<file path="src/rtl/pipe_hazard_ctrl.sv">
// Hazard/forwarding controller: tracks in-flight writers in a STAGES-deep scoreboard and
// produces forward selects, load-use stalls and redirect flushes for the decode stage.
module pipe_hazard_ctrl #(
    parameter int unsigned STAGES     = 3,
    parameter int unsigned LOAD_STAGE = 2,
    parameter bit          RF_BYPASS  = 1'b0,
    parameter int unsigned CNT_W      = 32,
    parameter int unsigned SEL_W      = $clog2(STAGES + 1)
) (
    input  logic             clk_i,
    input  logic             rst_i,
    input  logic             start_i,
    input  logic             id_valid_i,
    input  logic [4:0]       id_rs1_i,
    input  logic [4:0]       id_rs2_i,
    input  logic             id_use_rs1_i,
    input  logic             id_use_rs2_i,
    input  logic [4:0]       id_rd_i,
    input  logic             id_reg_write_i,
    input  logic             id_is_load_i,
    input  logic             id_redirect_i,
    input  logic             ex_redirect_i,
    output logic             stall_if_o,
    output logic             stall_id_o,
    output logic             flush_id_o,
    output logic             bubble_ex_o,
    output logic [SEL_W-1:0] fwd_rs1_sel_o,
    output logic [SEL_W-1:0] fwd_rs2_sel_o,
    output logic [CNT_W-1:0] stall_cnt_o,
    output logic [CNT_W-1:0] flush_cnt_o
);

    typedef struct packed {
        logic       valid;
        logic [4:0] rd;
        logic       reg_write;
        logic       is_load;
    } entry_t;

    entry_t           ent_q [1:STAGES];
    entry_t           ent_d [1:STAGES];
    logic [CNT_W-1:0] stall_cnt_q, stall_cnt_d;
    logic [CNT_W-1:0] flush_cnt_q, flush_cnt_d;

    logic [SEL_W-1:0] sel1, sel2;
    logic             hz1, hz2;
    logic             load_use;

    function automatic logic hit(entry_t e, logic [4:0] rs, logic use_rs, logic vld);
        return e.valid && e.reg_write && (e.rd == rs) && (rs != 5'd0) && use_rs && vld;
    endfunction

    function automatic logic avail(entry_t e, int unsigned k);
        return !e.is_load || (k >= LOAD_STAGE);
    endfunction

    function automatic logic [SEL_W-1:0] sel_of(entry_t e, int unsigned k);
        if (!avail(e, k) || (k == STAGES && RF_BYPASS))
            return '0;
        return SEL_W'(k);
    endfunction

    // Walk oldest to youngest so the youngest matching stage is the last one written.
    always_comb begin
        sel1 = '0;
        sel2 = '0;
        hz1  = 1'b0;
        hz2  = 1'b0;
        for (int unsigned i = 0; i < STAGES; i++) begin
            if (hit(ent_q[STAGES-i], id_rs1_i, id_use_rs1_i, id_valid_i)) begin
                hz1  = !avail(ent_q[STAGES-i], STAGES - i);
                sel1 = sel_of(ent_q[STAGES-i], STAGES - i);
            end
            if (hit(ent_q[STAGES-i], id_rs2_i, id_use_rs2_i, id_valid_i)) begin
                hz2  = !avail(ent_q[STAGES-i], STAGES - i);
                sel2 = sel_of(ent_q[STAGES-i], STAGES - i);
            end
        end
    end

    assign load_use = hz1 | hz2;

    always_comb begin
        stall_if_o    = 1'b0;
        stall_id_o    = 1'b0;
        flush_id_o    = 1'b0;
        bubble_ex_o   = 1'b0;
        fwd_rs1_sel_o = '0;
        fwd_rs2_sel_o = '0;
        ent_d         = ent_q;
        stall_cnt_d   = stall_cnt_q;
        flush_cnt_d   = flush_cnt_q;
        if (!rst_i) begin
            if (!start_i) begin
                stall_if_o = 1'b1;
                stall_id_o = 1'b1;
            end else begin
                fwd_rs1_sel_o = sel1;
                fwd_rs2_sel_o = sel2;
                if (ex_redirect_i) begin
                    flush_id_o  = 1'b1;
                    bubble_ex_o = 1'b1;
                end else if (load_use) begin
                    stall_if_o  = 1'b1;
                    stall_id_o  = 1'b1;
                    bubble_ex_o = 1'b1;
                end else if (id_redirect_i) begin
                    flush_id_o = 1'b1;
                end

                for (int unsigned k = 2; k <= STAGES; k++)
                    ent_d[k] = ent_q[k-1];
                ent_d[1] = bubble_ex_o ? '0
                         : {id_valid_i, id_rd_i, id_reg_write_i, id_is_load_i};

                if (stall_if_o && stall_cnt_q != '1)
                    stall_cnt_d = stall_cnt_q + 1'b1;
                if ((flush_id_o || bubble_ex_o) && flush_cnt_q != '1)
                    flush_cnt_d = flush_cnt_q + 1'b1;
            end
        end
    end

    always_ff @(posedge clk_i or posedge rst_i) begin
        if (rst_i) begin
            for (int unsigned k = 1; k <= STAGES; k++)
                ent_q[k] <= '0;
            stall_cnt_q <= '0;
            flush_cnt_q <= '0;
        end else begin
            ent_q       <= ent_d;
            stall_cnt_q <= stall_cnt_d;
            flush_cnt_q <= flush_cnt_d;
        end
    end

    assign stall_cnt_o = stall_cnt_q;
    assign flush_cnt_o = flush_cnt_q;

endmodule

</file>
<file path="config.mk">
export PLATFORM = sky130hd
export DESIGN_NAME = pipe_hazard_ctrl
export DESIGN_NICKNAME = d
export VERILOG_FILES = /design/src/rtl/pipe_hazard_ctrl.sv
export SDC_FILE = /design/constraint.sdc
export NUM_CORES = 1
export LEC_CHECK = 0
export CELL_PAD_IN_SITES_DETAIL_PLACEMENT = 1
export CELL_PAD_IN_SITES_GLOBAL_PLACEMENT = 1
export CORE_MARGIN = 2
export CORE_UTILIZATION = 39
export CTS_CLUSTER_DIAMETER = 120
export DETAILED_ROUTE_END_ITERATION = 16
export HOLD_SLACK_MARGIN = 0.02
export PLACE_DENSITY = 0.81
export SYNTH_ARGS = -nofsm -noshare
export SYNTH_HDL_FRONTEND = slang
export SYNTH_SLANG_ARGS = --single-unit
</file>
<file path="constraint.sdc">
create_clock -name clk_i -period 4.85 [get_ports clk_i]
set_input_delay 0.485 -clock clk_i [delete_from_list [all_inputs] [get_ports clk_i]]
set_output_delay 0.485 -clock clk_i [all_outputs]
set_load 0.05 [all_outputs]
</file>
# == Word-level counts from Yosys, hierarchy flattened ==
# Cells that the tools add are included.
# classes
add_sub_neg,2
n_eq_ne,8
n_mux,39
bitwise_logic,2
n_reduce_logical,35
# ops
op,n
"adder 32 x 1 -> 32 bit, second input constant",2
"inequality test 32 bit, second input constant",2
== test 5 bit,6
logical AND 1 bit,29
2-to-1 mux 2 bit,13
2-to-1 mux 1 bit,25
nonzero test 5 bit,2
2-to-1 mux 8 bit,1
AND reduction 3 bit,2
AND reduction 2 bit,1
logical OR 1 bit,1
NOT 1 bit,1
bitwise OR 1 bit,1
# totals
regBits,86
input_bits,25
output_inout_bits,72
wordCells,98

# == Longest topological paths before layout ==
# Gate-level depths: netlist (run 1).
# logic_depth
depth_word,14
depth_mapped,8
depth_no_buf,7

# == Worst setup path before layout (run 1) ==
# No wires, ideal clock.
# synth_timing
path_kind,input to output
start,input port rst_i
end,output port fwd_rs2_sel_o[1]
t_arrival_ns,5.242
required_ns,4.365
slack_ns,-0.877
path_stages,3
cell_sequence,inv_1 -> nand2_1 -> a2111oi_0
# synth_between
elab_chain_len,1
# synth_rtl
element,line_no,source
start: declaration,11,"input logic rst_i,"
2-to-1 mux 2 bit,93,if (!rst_i) begin
end: declaration,28,"output logic [SEL_W-1:0] fwd_rs2_sel_o,"
# No other way between the ends.

# == Worst setup path in the final report (run 1) ==
# layout_timing
start,input port id_rs2_i[3]
end,output port stall_id_o
# layout_between
elab_chain_len,11
elab_cells_between_ends,12
# layout_rtl
element,line_no,source
start: declaration,15,"input logic [4:0] id_rs2_i,"
== test 5 bit,50,return e.valid && e.reg_write && (e.rd == rs) && (rs != 5'd0) && use_rs && vld;
logical AND 1 bit,50,
logical AND 1 bit * (3 in a row),50,
2-to-1 mux 1 bit *,74,"if (hit(ent_q[STAGES-i], id_rs2_i, id_use_rs2_i, id_valid_i)) begin"
bitwise OR 1 bit *,81,assign load_use = hz1 | hz2;
2-to-1 mux 1 bit *,103,end else if (load_use) begin
2-to-1 mux 1 bit *,100,if (ex_redirect_i) begin
2-to-1 mux 1 bit *,94,if (!start_i) begin
2-to-1 mux 1 bit *,93,
end: declaration,24,"output logic stall_id_o,"
# Mark *: on every way between the ends. The rest lies on a longest branch, timed or not.

==> out/results.ini, run 1 <==
[power_and_ir_drop]
p_total_mw=1.88
p_leak_nw=2.66
powerDensity_nw_per_um2=321
ir_worst_vdd_v=0.000426

[layout]
antenna_cells=0
finalInstanceArea_um2=5850
drive_gt1_frac=0.0541
finalNonFillerCells=698
area_delta_synth_final_pct=30.6
nets=580

[timing]
maxSlewViolCount=0
rsz0062_at_grt=no
period_needed_ns=3.93
worstMarginPinSlew_ns=1.07
finalSetupViolations=0
fin_setup_tns_ns=0
clock.fmax_mhz=255
finalClockSkew_ns=0.00715
period_share=0.810
finalHoldViolations=0
max_slew_margin=0.285

[setup_path]
r2r_start=flush_cnt_o[0]
critPathTopFamily=buffers and inverters
r2r_setup_slack_ns=1.82
path_common_cell=clkdlybuf4s50_1
path_max_fanout=5
rr_worst_depth=7
cp_slowest_cell=clkdlybuf4s50_1
arrival_ns=3.44
crit_type=in2out
required_ns=4.37
path_cells=clkdlybuf4s50_1, xor2_1, nor4_1, and3_1, or2_2, nand2b_1, a21oi_1, clkdlybuf4s50_1
reg2reg_to=flush_cnt_o[1]
cp-end-kind=output pin
start_kind=input pin
critPathMaxStageDelay_ns=0.88
path_buf_inv=2

[die]
io_pins=97
core_area_um2=11300
chipWidth_um=111
start_util=0.396
die_area_um2=12400
rows=39
die_height_um=111

[min_path]
hold_path_depth=1
min_from=stall_cnt_o[8]
hold-path-endpoint=stall_cnt_o[8]
min_path_type=reg2reg

[clock_network]
cts_resized=0
holdBufCountCts=0
cts_root_buf=clkbuf_16
cts_tree=built
numCtsBuffers=9
clock_sinks=86
clockBufferDepth=2
path_clk_slew_ns=0.06
post_cts_buffers=0
htree_levels=3
insertion_delay_ns=0.34

[global_routing]
grt_max_degree=87
track_usage=0.216
grt_pass1_wl_mm=21.7
grt_overflow_total=0
grt_pass1_vias=4217
antenna_found_initial=0

[placement]
numPortBuffers=96
place_hpwl_mm=9.10
routabilityCongestion=0.854
dp.cells=685
place_area_um2=5590

[detailed_routing]
top_layer_used=met4
ant_nets=0
first_iter_violations=109
dr_wl_met2_mm=6.16
wl_met1_mm=5.51
wirelength_mm=12.6
vias_per_cell=5.46
dr.pass1.iters=4
wl_per_cell_um=18.1
wl_met3_um=663
drc_errors=0
vias=3812

[synthesis]
netlist_area_um2=4480
ys_warn_count=0
seq_area_frac_synth=0.480
async_flop_share=1.00
synth_nets=480
ys_ff_latch=86
synthFlopType=dfrtp_1
synth_cells=453
synth_cell_type_count=43
synth_edf_count=0
syn_area_per_cell_um2=9.89

[job]
maxCapViolCount=0

[run_status]
status=finished clean

worst max path at each step:
| stage | to | slack [ns] | cells after the start | start |
|---|---|---|---|---|
| after floorplan | fwd_rs2_sel_o[1] | 0.86 | 3 | rst_i |
| after global placement | stall_id_o | 1.02 | 8 | id_rs2_i[3] |
| after detailed placement | stall_if_o | 0.98 | 8 | id_rs2_i[3] |
| after CTS | stall_if_o | 0.95 | 8 | id_rs2_i[3] |
| after global routing | stall_id_o | 0.77 | 8 | id_rs1_i[2] |
| final | stall_id_o | 0.92 | 8 | id_rs2_i[3] |
power breakdown:
group / switching (mW) / leakage [nW] / internal [mW]
registers: 0.0801 / 1.13 / 0.776
logic: 0.243 / 1.40 / 0.151
clock network: 0.264 / 0.133 / 0.364
cell usage in the layout, fill, tap and decap left out, types with 2 or more instances in the layout:
cell and n:
clkbuf_8 2, buf_4 5, nor2_1 21, nand3_1 27, or2_2 2, clkdlybuf4s50_1 96
nor4_1 24, or3_1 3, nand2_1 76, ha_1 2, o21a_1 2, nand2b_1 2
and2_1 3, inv_1 8, clkinv_2 2, and3_1 7, and4_1 7, a22o_1 8
nand4_1 14, a21oi_1 2, dfrtp_1 86, xor2_1 67, nor3_1 33, clkbuf_16 9
xnor2_1 25, nor3b_1 4
worst register-to-register path, delay by kind of cell, from the launching register on:
family | cells | cell delay, ns
adder cells (fa/ha/maj) | 1 | 0.22
flip-flops | 1 | 0.41
AND/OR/NAND/NOR | 5 | 1.99
multiplexers | 1 | 0.30
stage by stage:
| stage | util | worst slack (ns) | hold WS, ns |
|---|---|---|---|
| after floorplan | - | 0.856 | 0.446 |
| after global placement | 0.494 | 1.02 | 0.462 |
| after detailed placement | 0.494 | 0.981 | 0.476 |
| after CTS | 0.517 | 0.946 | 0.487 |
| after global routing | 0.517 | 0.772 | 0.506 |
| final | 0.517 | 0.923 | 0.481 |
cells by family after synthesis:
group | synth area share
flip-flops | 0.480
XOR/XNOR | 0.180
multiplexers | 0.00586
AO/OA/AOI/OAI | 0.0447
buffers and inverters | 0.0240
adder cells (fa/ha/maj) | 0.00558
AND/OR/NAND/NOR | 0.260
flip-flops by register name (all words and copies together) (netlist names):
register / count
flush_cnt_o: 32
stall_cnt_o: 32
ent_q: 22
final cells by class:
class,instances,area [um^2]
clock buffer,11,253
clock inverter,2,10.0
fill,1304,5470
inverter,9,37.5
multi-input combinational,346,2220
sequential,86,2150
tap,143,179
timing repair buffer,101,998
cell usage after synthesis, types with 3 or more instances:
cell,instances,area share
a22o_1,8,0.016
and4_1,7,0.014
and2_1,3,0.0042
or3_1,3,0.0042
nand4_1,14,0.020
nor3_1,33,0.037
clkbuf_1,4,0.0034
dfrtp_1,86,0.48
nor4_1,24,0.034
inv_1,9,0.0075
and3_1,7,0.0098
xor2_1,67,0.13
buf_4,3,0.0050
nor3b_1,4,0.0067
xnor2_1,25,0.049
nand3_1,27,0.030
nor2_1,21,0.018
nand2_1,76,0.064
per-layer routing:
layer / GRT usage / vias up
met5: 0 / -
met4: 0.0848 / 0
met3: 0.0590 / 26
met2: 0.358 / 98
met1: 0.269 / 1916
li1: - / 1772
No activity file was read; power rests on OpenSTA's default activity.
==> run 2: changes to the inputs <==
- clock period: 4.85 -> 3.8 ns (I/O delays scaled with it)
==> out/results.ini, run 2 (synthesis results as in run 1) <==
[clock_network]
clock_sinks=86  ; unchanged
cts_root_buf=clkbuf_16
cts_resized=0  ; unchanged
insertion_delay_ns=0.34  ; about the same
htree_levels=3  ; unchanged
path_clk_slew_ns=0.06  ; about the same
numCtsBuffers=9  ; unchanged
clockBufferDepth=2  ; unchanged
cts_tree=built
post_cts_buffers=0  ; unchanged
holdBufCountCts=0  ; unchanged

[setup_path]
cp_slowest_cell=clkdlybuf4s50_1
crit_start=id_rs2_i[3]
cp-end-kind=output pin
rr_worst_depth=9  ; +2
path_cells=clkdlybuf4s50_1, xnor2_1, nand4_1, or3_1, nor3b_1, o21a_1, clkdlybuf4s50_1
required_ns=3.42  ; -0.95 ns
critPathMaxStageDelay_ns=0.80  ; -0.08 ns
path_buf_inv=2  ; unchanged
path_max_fanout=4  ; -1
path_common_cell=clkdlybuf4s50_1
crit_path_end=fwd_rs2_sel_o[0]
crit_type=in2out
arrival_ns=2.84  ; -0.60 ns
reg2reg_to=flush_cnt_o[1]
start_kind=input pin
critPathTopFamily=buffers and inverters
r2r_setup_slack_ns=1.06  ; -0.76 ns
r2r_start=flush_cnt_o[0]
cp.depth=7  ; -1

[die]
rows=39  ; unchanged
start_util=0.396  ; unchanged
chipWidth_um=111  ; unchanged
die_area_um2=12400  ; unchanged
die_height_um=111  ; unchanged
core_area_um2=11300  ; unchanged
io_pins=97  ; unchanged

[detailed_routing]
drc_errors=0  ; unchanged
vias=3804  ; -0.21%
dr.pass1.iters=4  ; unchanged
first_iter_violations=95  ; -13%
ant_nets=0  ; unchanged
vias_per_cell=5.40  ; -1.2%
wl_per_cell_um=18.3  ; +0.98%
wirelength_mm=12.9  ; +2.0%

[placement]
routabilityCongestion=0.853  ; -0.13%
numPortBuffers=96  ; unchanged
place_hpwl_mm=9.26  ; +1.8%
dp.cells=689  ; +0.58%

[global_routing]
grt_pass1_vias=4266  ; +1.2%
antenna_found_initial=0  ; unchanged
grt_max_degree=87  ; unchanged
grt_pass1_wl_mm=21.7  ; about the same
track_usage=0.217  ; +0.000334
grt_overflow_total=0  ; unchanged

[power_and_ir_drop]
pwr-share-clk=0.375  ; +0.040
p_sw_frac=0.308  ; -0.00512
switching_power_uw=782  ; +33%
p_int_mw=1.76  ; +36%
seqPwrFrac=0.429  ; -0.027
p_comb_frac=0.196  ; -0.014
p_leak_nw=2.74  ; +2.7%
ir_worst_vdd_v=0.000392  ; -8.1%
powerDensity_nw_per_um2=426  ; +33%

[timing]
period_share=0.846
finalClockSkew_ns=0.00970  ; +0.00255 ns
finalSetupViolations=0  ; unchanged
whs_ns=0.489  ; +0.00724 ns
rsz0062_at_grt=no
clock.fmax_mhz=311
maxSlewViolCount=0  ; unchanged
worstMarginPinSlew_ns=1.14  ; +0.0626 ns
max_slew_margin=0.243  ; -0.0418
fin_setup_tns_ns=0  ; unchanged
period_needed_ns=3.22
finalHoldViolations=0  ; unchanged

[layout]
antenna_cells=0  ; unchanged
finalNonFillerCells=705  ; +1.0%
multi_input_area_um2=2220  ; unchanged
final_common_cell=clkdlybuf4s50_1
nets=584  ; +0.69%
drive_gt1_frac=0.0783  ; +0.0242
ff_latch_area_um2=2150  ; unchanged
fillers=1285  ; -1.5%
area_delta_synth_final_pct=33.3
post-route-util=0.528  ; +0.0107
final_cell_mix=89 x clkdlybuf4s50_1, 86 x dfrtp_1, 76 x nand2_1, 67 x xor2_1, 33 x nor3_1

[min_path]
hold_path_depth=1  ; unchanged
min_path_type=reg2reg

[job]
maxCapViolCount=0  ; unchanged

[run_status]
status=finished clean

==> run 2: cell types whose count changed in the layout (fill, tap and decap cells not counted) <==
cell / previous run / this run
buf_12: 0 / 4
bufinv_16: 0 / 2
clkinv_4: 0 / 2
inv_6: 0 / 1
buf_4: 5 / 12
clkdlybuf4s50_1: 96 / 89
clkbuf_8: 2 / 0
==> run 2: worst register-to-register path, delay by kind of cell, from the launching register on <==
kind / cells / cell delay, ns
fa+ha+maj: 1 / 0.21
buf+inv: 2 / 0.50
flops: 1 / 0.42
mux: 1 / 0.29
simple gates: 5 / 1.20
==> run 2: metrics by stage <==
stage | total power [mW] | cell area (um^2) | setup slack [ns]
floorplan | 1.41 | 4490 | 0.0164
global placement | 1.59 | 5650 | 0.653
detailed placement | 1.61 | 5650 | 0.593
CTS | 2.56 | 5970 | 0.592
global route | 2.64 | 5970 | 0.446
finish | 2.54 | 5970 | 0.584
==> run 2: routing by layer <==
metal  vias up  part of all wire  global-route usage
met5         -                 0                   0
met4         0             0.021              0.0815
met3        18             0.042              0.0432
met2        72              0.50               0.376
met1      1925              0.44               0.266
li1       1789                 -                   -
==> run 2: final cells by class <==
type | count | share of cell area
clock buffer | 9 | 0.0377
tap | 143 | 0.0300
timing repair buffer | 105 | 0.178
inverter | 9 | 0.00628
clock inverter | 7 | 0.0161
sequential | 86 | 0.360
multi-input combinational | 346 | 0.372
==> run 2: power groups by stage <==
stage / clock (mW) / sequential [mW] / combinational [mW]
after floorplan: 0 / 1.23 / 0.175
after global placement: 0 / 1.10 / 0.491
after detailed placement: 0 / 1.11 / 0.501
after CTS: 0.968 / 1.09 / 0.505
after global routing: 1.00 / 1.10 / 0.534
final: 0.952 / 1.09 / 0.499
==> run 2: worst min path at each step <==
| stage | startpoint | slack (ns) | endpoint |
|---|---|---|---|
| 2_1_floorplan | ent_q[1] | 0.45 | ent_q[1] |
| 3_3_place_gp | ent_q[7] | 0.47 | ent_q[7] |
| 3_5_place_dp | flush_cnt_o[29] | 0.48 | flush_cnt_o[29] |
| 4_1_cts | flush_cnt_o[29] | 0.49 | flush_cnt_o[29] |
| 5_1_grt | stall_cnt_o[26] | 0.51 | stall_cnt_o[26] |
| 6_report | flush_cnt_o[29] | 0.49 | flush_cnt_o[29] |
